[src/rtl/fetch_unit.sv]
// Instruction-fetch front end: owns the fetch PC, issues in-order requests to a
// variable-latency instruction memory and buffers returned words for decode.
module fetch_unit #(
    parameter logic [31:0] RESET_PC = 32'h0000_0000,
    parameter int          DEPTH    = 2
) (
    input  logic        clk,
    input  logic        rst,
    output logic        imem_req,
    output logic [31:0] imem_addr,
    input  logic        imem_gnt,
    input  logic        imem_rvalid,
    input  logic [31:0] imem_rdata,
    input  logic        stallD,
    input  logic        redirect,
    input  logic [31:0] redirect_pc,
    output logic [31:0] instrD,
    output logic [31:0] pcF,
    output logic [31:0] pcplusfourF,
    output logic        validD
);

    localparam int          AW      = $clog2(DEPTH);
    localparam int          CW      = $clog2(DEPTH + 1);
    localparam logic [CW:0] DEPTH_W = (CW + 1)'(DEPTH);
    localparam logic [31:0] NOP     = 32'h0000_0013;

    logic [31:0]   reqPc_q, reqPc_d;
    logic [CW-1:0] outstanding_q, outstanding_d;
    logic [CW-1:0] discard_q, discard_d;
    logic [CW-1:0] count_q, count_d;
    logic [AW-1:0] pendRd_q, pendRd_d, pendWr_q, pendWr_d;
    logic [AW-1:0] fifoRd_q, fifoRd_d, fifoWr_q, fifoWr_d;

    logic [31:0]   pendPc_q    [DEPTH];
    logic [31:0]   fifoInstr_q [DEPTH];
    logic [31:0]   fifoPc_q    [DEPTH];

    logic          pop;
    logic          grant;
    logic          resp;
    logic          keep;
    logic [CW:0]   inUse;

    assign validD = (count_q != '0);
    assign pop    = validD && !stallD && !redirect;
    assign resp   = imem_rvalid && (outstanding_q != '0);
    assign keep   = resp && (discard_q == '0) && !redirect;

    // Credit check: buffered plus in-flight words never exceed DEPTH, so the FIFO cannot overflow.
    assign inUse     = {1'b0, count_q} + {1'b0, outstanding_q} - {{CW{1'b0}}, pop};
    assign imem_req  = !rst && !redirect && (inUse < DEPTH_W);
    assign imem_addr = reqPc_q;
    assign grant     = imem_req && imem_gnt;

    assign instrD      = validD ? fifoInstr_q[fifoRd_q] : NOP;
    assign pcF         = validD ? fifoPc_q[fifoRd_q] : 32'h0000_0000;
    assign pcplusfourF = pcF + 32'd4;

    always_comb begin
        reqPc_d       = reqPc_q;
        outstanding_d = outstanding_q;
        discard_d     = discard_q;
        count_d       = count_q;
        pendRd_d      = pendRd_q;
        pendWr_d      = pendWr_q;
        fifoRd_d      = fifoRd_q;
        fifoWr_d      = fifoWr_q;

        if (grant) begin
            reqPc_d       = reqPc_q + 32'd4;
            outstanding_d = outstanding_d + CW'(1);
            pendWr_d      = pendWr_q + AW'(1);
        end
        if (resp) begin
            outstanding_d = outstanding_d - CW'(1);
            pendRd_d      = pendRd_q + AW'(1);
            if (discard_q != '0) begin
                discard_d = discard_q - CW'(1);
            end
        end
        if (keep) begin
            count_d  = count_d + CW'(1);
            fifoWr_d = fifoWr_q + AW'(1);
        end
        if (pop) begin
            count_d  = count_d - CW'(1);
            fifoRd_d = fifoRd_q + AW'(1);
        end

        // Every request still in flight after this cycle returns stale data and must be dropped.
        if (redirect) begin
            reqPc_d   = redirect_pc & 32'hFFFF_FFFC;
            discard_d = outstanding_q - (resp ? CW'(1) : CW'(0));
            count_d   = '0;
            fifoRd_d  = '0;
            fifoWr_d  = '0;
        end
    end

    always_ff @(posedge clk or posedge rst) begin
        if (rst) begin
            reqPc_q       <= RESET_PC;
            outstanding_q <= '0;
            discard_q     <= '0;
            count_q       <= '0;
            pendRd_q      <= '0;
            pendWr_q      <= '0;
            fifoRd_q      <= '0;
            fifoWr_q      <= '0;
        end else begin
            reqPc_q       <= reqPc_d;
            outstanding_q <= outstanding_d;
            discard_q     <= discard_d;
            count_q       <= count_d;
            pendRd_q      <= pendRd_d;
            pendWr_q      <= pendWr_d;
            fifoRd_q      <= fifoRd_d;
            fifoWr_q      <= fifoWr_d;
        end
    end

    // Storage arrays need no reset; the pointers and counters above decide what is live.
    always_ff @(posedge clk) begin
        if (grant) begin
            pendPc_q[pendWr_q] <= reqPc_q;
        end
        if (keep) begin
            fifoInstr_q[fifoWr_q] <= imem_rdata;
            fifoPc_q[fifoWr_q]    <= pendPc_q[pendRd_q];
        end
    end

endmodule

[config.mk]
export PLATFORM = sky130hd
export DESIGN_NAME = fetch_unit
export DESIGN_NICKNAME = d
export VERILOG_FILES = /design/src/rtl/fetch_unit.sv
export SDC_FILE = /design/constraint.sdc
export NUM_CORES = 1
export LEC_CHECK = 0
export CAP_MARGIN = 20
export CELL_PAD_IN_SITES_DETAIL_PLACEMENT = 0
export CELL_PAD_IN_SITES_GLOBAL_PLACEMENT = 2
export CORE_ASPECT_RATIO = 1.5
export CORE_MARGIN = 2
export CORE_UTILIZATION = 35
export CTS_CLUSTER_DIAMETER = 80
export DETAILED_ROUTE_END_ITERATION = 7
export GPL_TIMING_DRIVEN = 0
export MAX_ROUTING_LAYER = met4
export PLACE_DENSITY = 0.81
export SLEW_MARGIN = 10
export SYNTH_ARGS = -nofsm -noshare
export SYNTH_HDL_FRONTEND = slang
export SYNTH_SLANG_ARGS = --single-unit
[constraint.sdc]
create_clock -name clk -period 8.1 [get_ports clk]
set_clock_uncertainty 0.05 [all_clocks]
set_input_delay 0.81 -clock clk [delete_from_list [all_inputs] [get_ports clk]]
set_output_delay 0.81 -clock clk [all_outputs]
set_load 0.005 [all_outputs]
# After elaboration in Yosys (flattened, before gate mapping)
# Memory sizes are Yosys's and may differ from the RTL's.
# Cells that the tools add are included.
# Widths: inputs -> output; s select.
# word_totals
ff_bits,42
out_inout_bits,130
in_bits,70
ramBits,192
memories,3
elab_cells,68
# classes
add_sub_neg,14
n_mux,21
order_cmp,1
reduce_logical,21
# memory_table
memory,words,width,read_ports,rd_clocked_by_memory_dff,write_ports,line,rtl
fifoInstr_q,2,32,1,0,1,36,logic [31:0] fifoInstr_q [DEPTH];
fifoPc_q,2,32,1,0,1,37,logic [31:0] fifoPc_q [DEPTH];
pendPc_q,2,32,1,0,1,35,logic [31:0] pendPc_q [DEPTH];
# op_table
cell,n
$mux 32,4
$add 32x3->32 const B,2
$mux 2,8
$reduce_bool 2->1,8
$mux 1,9
$logic_and 1x1->1,8
$sub 2x1->2 const B,3
$add 1x1->1 const B,4
$add 2x1->2 const B,2
$add 2x2->3,1
$logic_not 1->1,3
$lt 3x2->1 const B,1
$sub 3x1->3,1
$logic_not 2->1,1
$reduce_and 2->1,1
$sub 2x1->2,1

# Depth between registers and ports, before layout
# logic_depth
depth_word,10
mapped_depth,16
ltp_nobuf,11

# Least setup slack after synthesis
# Ideal clock, no wire load.
# synth_timing
path_type,input -> register
from,in redirect
to,mem fifoInstr_q[1][0] (enable)
n_path_buf,2
stages,3
slack_ns,1.703
required_time_ns,7.479
arrival_time_ns,5.776
cell_sequence,clkbuf_1 > clkbuf_1 > nor3b_1
# synth_via
elab_chain_len,4
# synth_rtl
item,line,rtl
"start, declared",15,"input logic redirect,"
$logic_not 1->1,48,assign keep = resp && (discard_q == '0) && !redirect;
$logic_and 1x1->1,48,
$mux 1,128,if (keep) begin
$mux 1 (not written as such),129,fifoInstr_q[fifoWr_q] <= imem_rdata;
"end, declared",36,
# Every way passes these cells.

# Final worst setup path
# layout_timing
from,reg count_q[0]
to,out pcplusfourF[26]
# layout_via
elab_chain_len,3
# layout_rtl
item,line,rtl
"start, declared",31,"logic [CW-1:0] count_q, count_d;"
"start signal, assigned",115,count_q <= count_d;
$reduce_bool 2->1,45,assign validD = (count_q != '0);
$mux 32,57,assign pcF = validD ? fifoPc_q[fifoRd_q] : 32'h0000_0000;
$add 32x3->32,58,assign pcplusfourF = pcF + 32'd4;
"end, declared",19,"output logic [31:0] pcplusfourF,"
# Every way passes these cells.

==> metrics.csv <==
metric,value,unit
ctsHoldBuffers,0,
antenna_found_initial,0,
ys_warn_count,0,
max_freq,0.179,GHz
initialDrtViolationCount,310,
dp_cells,1370,
startpoint_type,register,
grt_start_max_net_pins,34,
synth_area,10300,um2
hp-class,register to register,
cts_tree,yes,
crit_buf_inv,6,
vias,6964,
hold_path_depth,1,
crit_required,7.24,ns
status,finished clean,
grt_first_pass_wirelength,41.2,mm
drv_slew,0,
dr.pass1.iters,5,
crit_chain,inv_1 -> ha_1 -> buf_2 -> buf_2 -> buf_2 -> clkbuf_1 -> nor2_1 -> ha_1 -> nor4b_4 -> nand4b_4 -> nor4_2 -> xor2_1 -> clkdlybuf4s50_1,
drc,0,
clockBufferDepth,3,
place_congestion,0.827,
slew-limit-headroom,0.400,
cts_sinks,224,
power_leakage,4.69,nW
core_area,28800,um2
synth_edf_count,184,
seq_area_frac_synth,0.636,
ctsResizeCount,0,
layout.nets,1083,
num_rows,76,
fin_ws,2.52,ns
syn_inst,770,
start_util,0.356,
drive_gt1_frac,0.128,
synth.distinct_cells,63,
cts_root_buffer,clkbuf_16,
cp_common_cell,buf_2,
chipHeight,214,um
hold_viol,0,
syn_to_final_growth,32.7,%
rsz0062_at_grt,no,
final_util,0.472,
async_flop_share,0.179,
antenna_cells,0,
path_class,register to output pin,
grt_use_total,0.181,
grt_pass1_vias,7187,
worst_pin_slew,0.897,ns
ys.flop_type,edfxtp_1,
clkSlewWorstSetupHoldPaths,0.06,ns
nFillCells,2623,
pre_cts_ws,2.79,ns
tns,0,ns
maxCapViolations,0,
power_per_cell_area,293,nW/um2
ant_nets,0,
dieWidth,144,um
holdWs,0.502,ns
crit_slowest_cell,clkdlybuf4s50_1,
finalNonFillerCells,1411,
crit_fanout,10,
synth.ff_latch_count,224,
setup_viol,0,
die-area,30700,um2
overflow,0,
clock_latency,0.50,ns
portBuffers,191,
cp_top_family,buffers and inverters,
reg2reg_depth,14,
cts_max_level,1,
syn_avg_cell_area,13.3,um2
max_stage_delay,0.55,ns
crit_arrival,4.72,ns
critPathCaptureType,output pin,
via_per_inst,4.94,
wl,27.0,mm
top_level_ports,200,
fin_crit_sh,0.689,
cts_buffers,23,
period_needed,5.58,ns
hpwl,20.5,mm
cts_setup_buffers,0,
avgRoutedWirePerCell,19.1,um
worstSetupPathDepth,13,
vdd_drop_max,155,uV
==> Yosys cell counts, types with 3 or more instances <==
cell,instances,area share
nand3_1,32,0.016
mux2_2,30,0.033
inv_1,11,0.0040
xnor2_1,20,0.017
o311ai_1,4,0.0034
nor3_1,12,0.0059
nand3b_1,12,0.0088
nand2b_1,4,0.0024
buf_1,7,0.0026
nand4b_1,3,0.0026
nor2b_1,3,0.0018
nor4_2,4,0.0049
xor2_1,29,0.025
nand4_1,20,0.012
nand2_1,58,0.021
buf_4,12,0.0088
dfrtp_1,40,0.098
and2_1,3,0.0018
a221o_1,4,0.0039
nor4b_2,3,0.0044
clkbuf_1,10,0.0037
buf_2,9,0.0044
mux2i_1,63,0.061
a21oi_1,11,0.0054
o21ai_1,9,0.0044
and3_1,6,0.0037
nor2_1,91,0.033
o211ai_1,11,0.0081
edfxtp_1,184,0.54
o21ai_0,14,0.0068
a22oi_1,3,0.0022
ha_1,7,0.0085
==> worst paths after layout <==
check / startpoint / endpoint / slack (ns)
hold / removal: pendWr_q$_DFFE_PP0P_ / pendWr_q$_DFFE_PP0P_ / 0.50
setup reg to reg: count_q[0]$_DFF_PP0_ / pendPc_q[1][28]$_DFFE_PP_ / 2.85
setup / recovery: count_q[0]$_DFF_PP0_ / pcplusfourF[26] / 2.52
min in group asynchronous: rst / count_q[1]$_DFF_PP0_ / 0.53
hold reg to reg: pendWr_q$_DFFE_PP0P_ / pendWr_q$_DFFE_PP0P_ / 0.50
max in group asynchronous: rst / imem_addr[11]$_DFFE_PP0P_ / 6.99
==> per-stage QoR <==
step	power (mW)	cell area, um2
after floorplan	2.24	10300
after detailed placement	2.98	12800
after global routing	4.21	13600
final	3.99	13600
after global placement	2.96	12700
after CTS	4.05	13600
==> report_power, final <==
group          internal [mW]  switching (mW)  total [mW]
Sequential              1.39          0.0877        1.48
Clock                  0.639           0.421        1.06
Combinational          0.731           0.726        1.46
==> cell usage in the layout, fill, tap and decap left out, types with 3 or more instances in the layout <==
master           instances
o211ai_1                11
o311ai_1                 4
dfrtp_1                 40
clkbuf_16               23
nand4b_1                 3
nand2_1                 58
nand3b_1                12
mux2i_1                 63
and3_1                   6
buf_4                   20
clkdlybuf4s50_1        191
nor4_2                   4
nor3_1                  11
a21oi_1                 11
clkinv_1                 3
mux2_2                  30
a221o_1                  4
nand2b_1                 4
xnor2_1                 20
edfxtp_1               184
clkbuf_8                 6
buf_6                    6
o21ai_1                  9
nand3_1                 32
conb_1                   6
nor2_1                  90
inv_1                   10
xor2_1                  29
buf_2                    9
ha_1                     7
a22oi_1                  3
inv_2                    3
o21ai_0                 14
clkbuf_1                13
nor2b_1                  3
nand4_1                 20
buf_1                    7
nor4b_2                  3
==> area by class of cell <==
type                    instances  area (um2)  share of cell area
clock inverters                 9         100             0.00735
clock buffers                  32         669              0.0492
inverters                      13        48.8             0.00359
plain buffers                  40         221              0.0163
well taps                     390         488              0.0359
multi-input cells             498        3500               0.257
repair buffers                205        2060               0.151
flip-flops and latches        224        6530               0.480
==> registers in the layout, summed over array words and instances (netlist names) <==
signal / cells
imem_addr: 30
fifoWr_q: 1
pendPc_q: 60
pendRd_q: 1
outstanding_q: 2
fifoInstr_q: 64
discard_q: 2
fifoRd_q: 1
fifoPc_q: 60
count_q: 2
pendWr_q: 1
==> per-layer routing <==
metal / GRT usage / vias up / routed length (um)
met4: 0.0538 / 0 / 685
met1: 0.201 / 3394 / 10300
met2: 0.338 / 206 / 14800
met5: - / - / 0
li1: - / 3323 / -
met3: 0.0203 / 41 / 1140
==> logic make-up after synthesis <==
family          count (synthesis)  synth area share
buf+inv                        53            0.0263
simple gates                  270             0.140
fa+ha+maj                       8            0.0105
flops                         224             0.636
compound gates                 72            0.0499
other cells                     1          0.000366
mux                            93            0.0944
xor+xnor                       49            0.0418
Power figures use the tool's default switching activity.
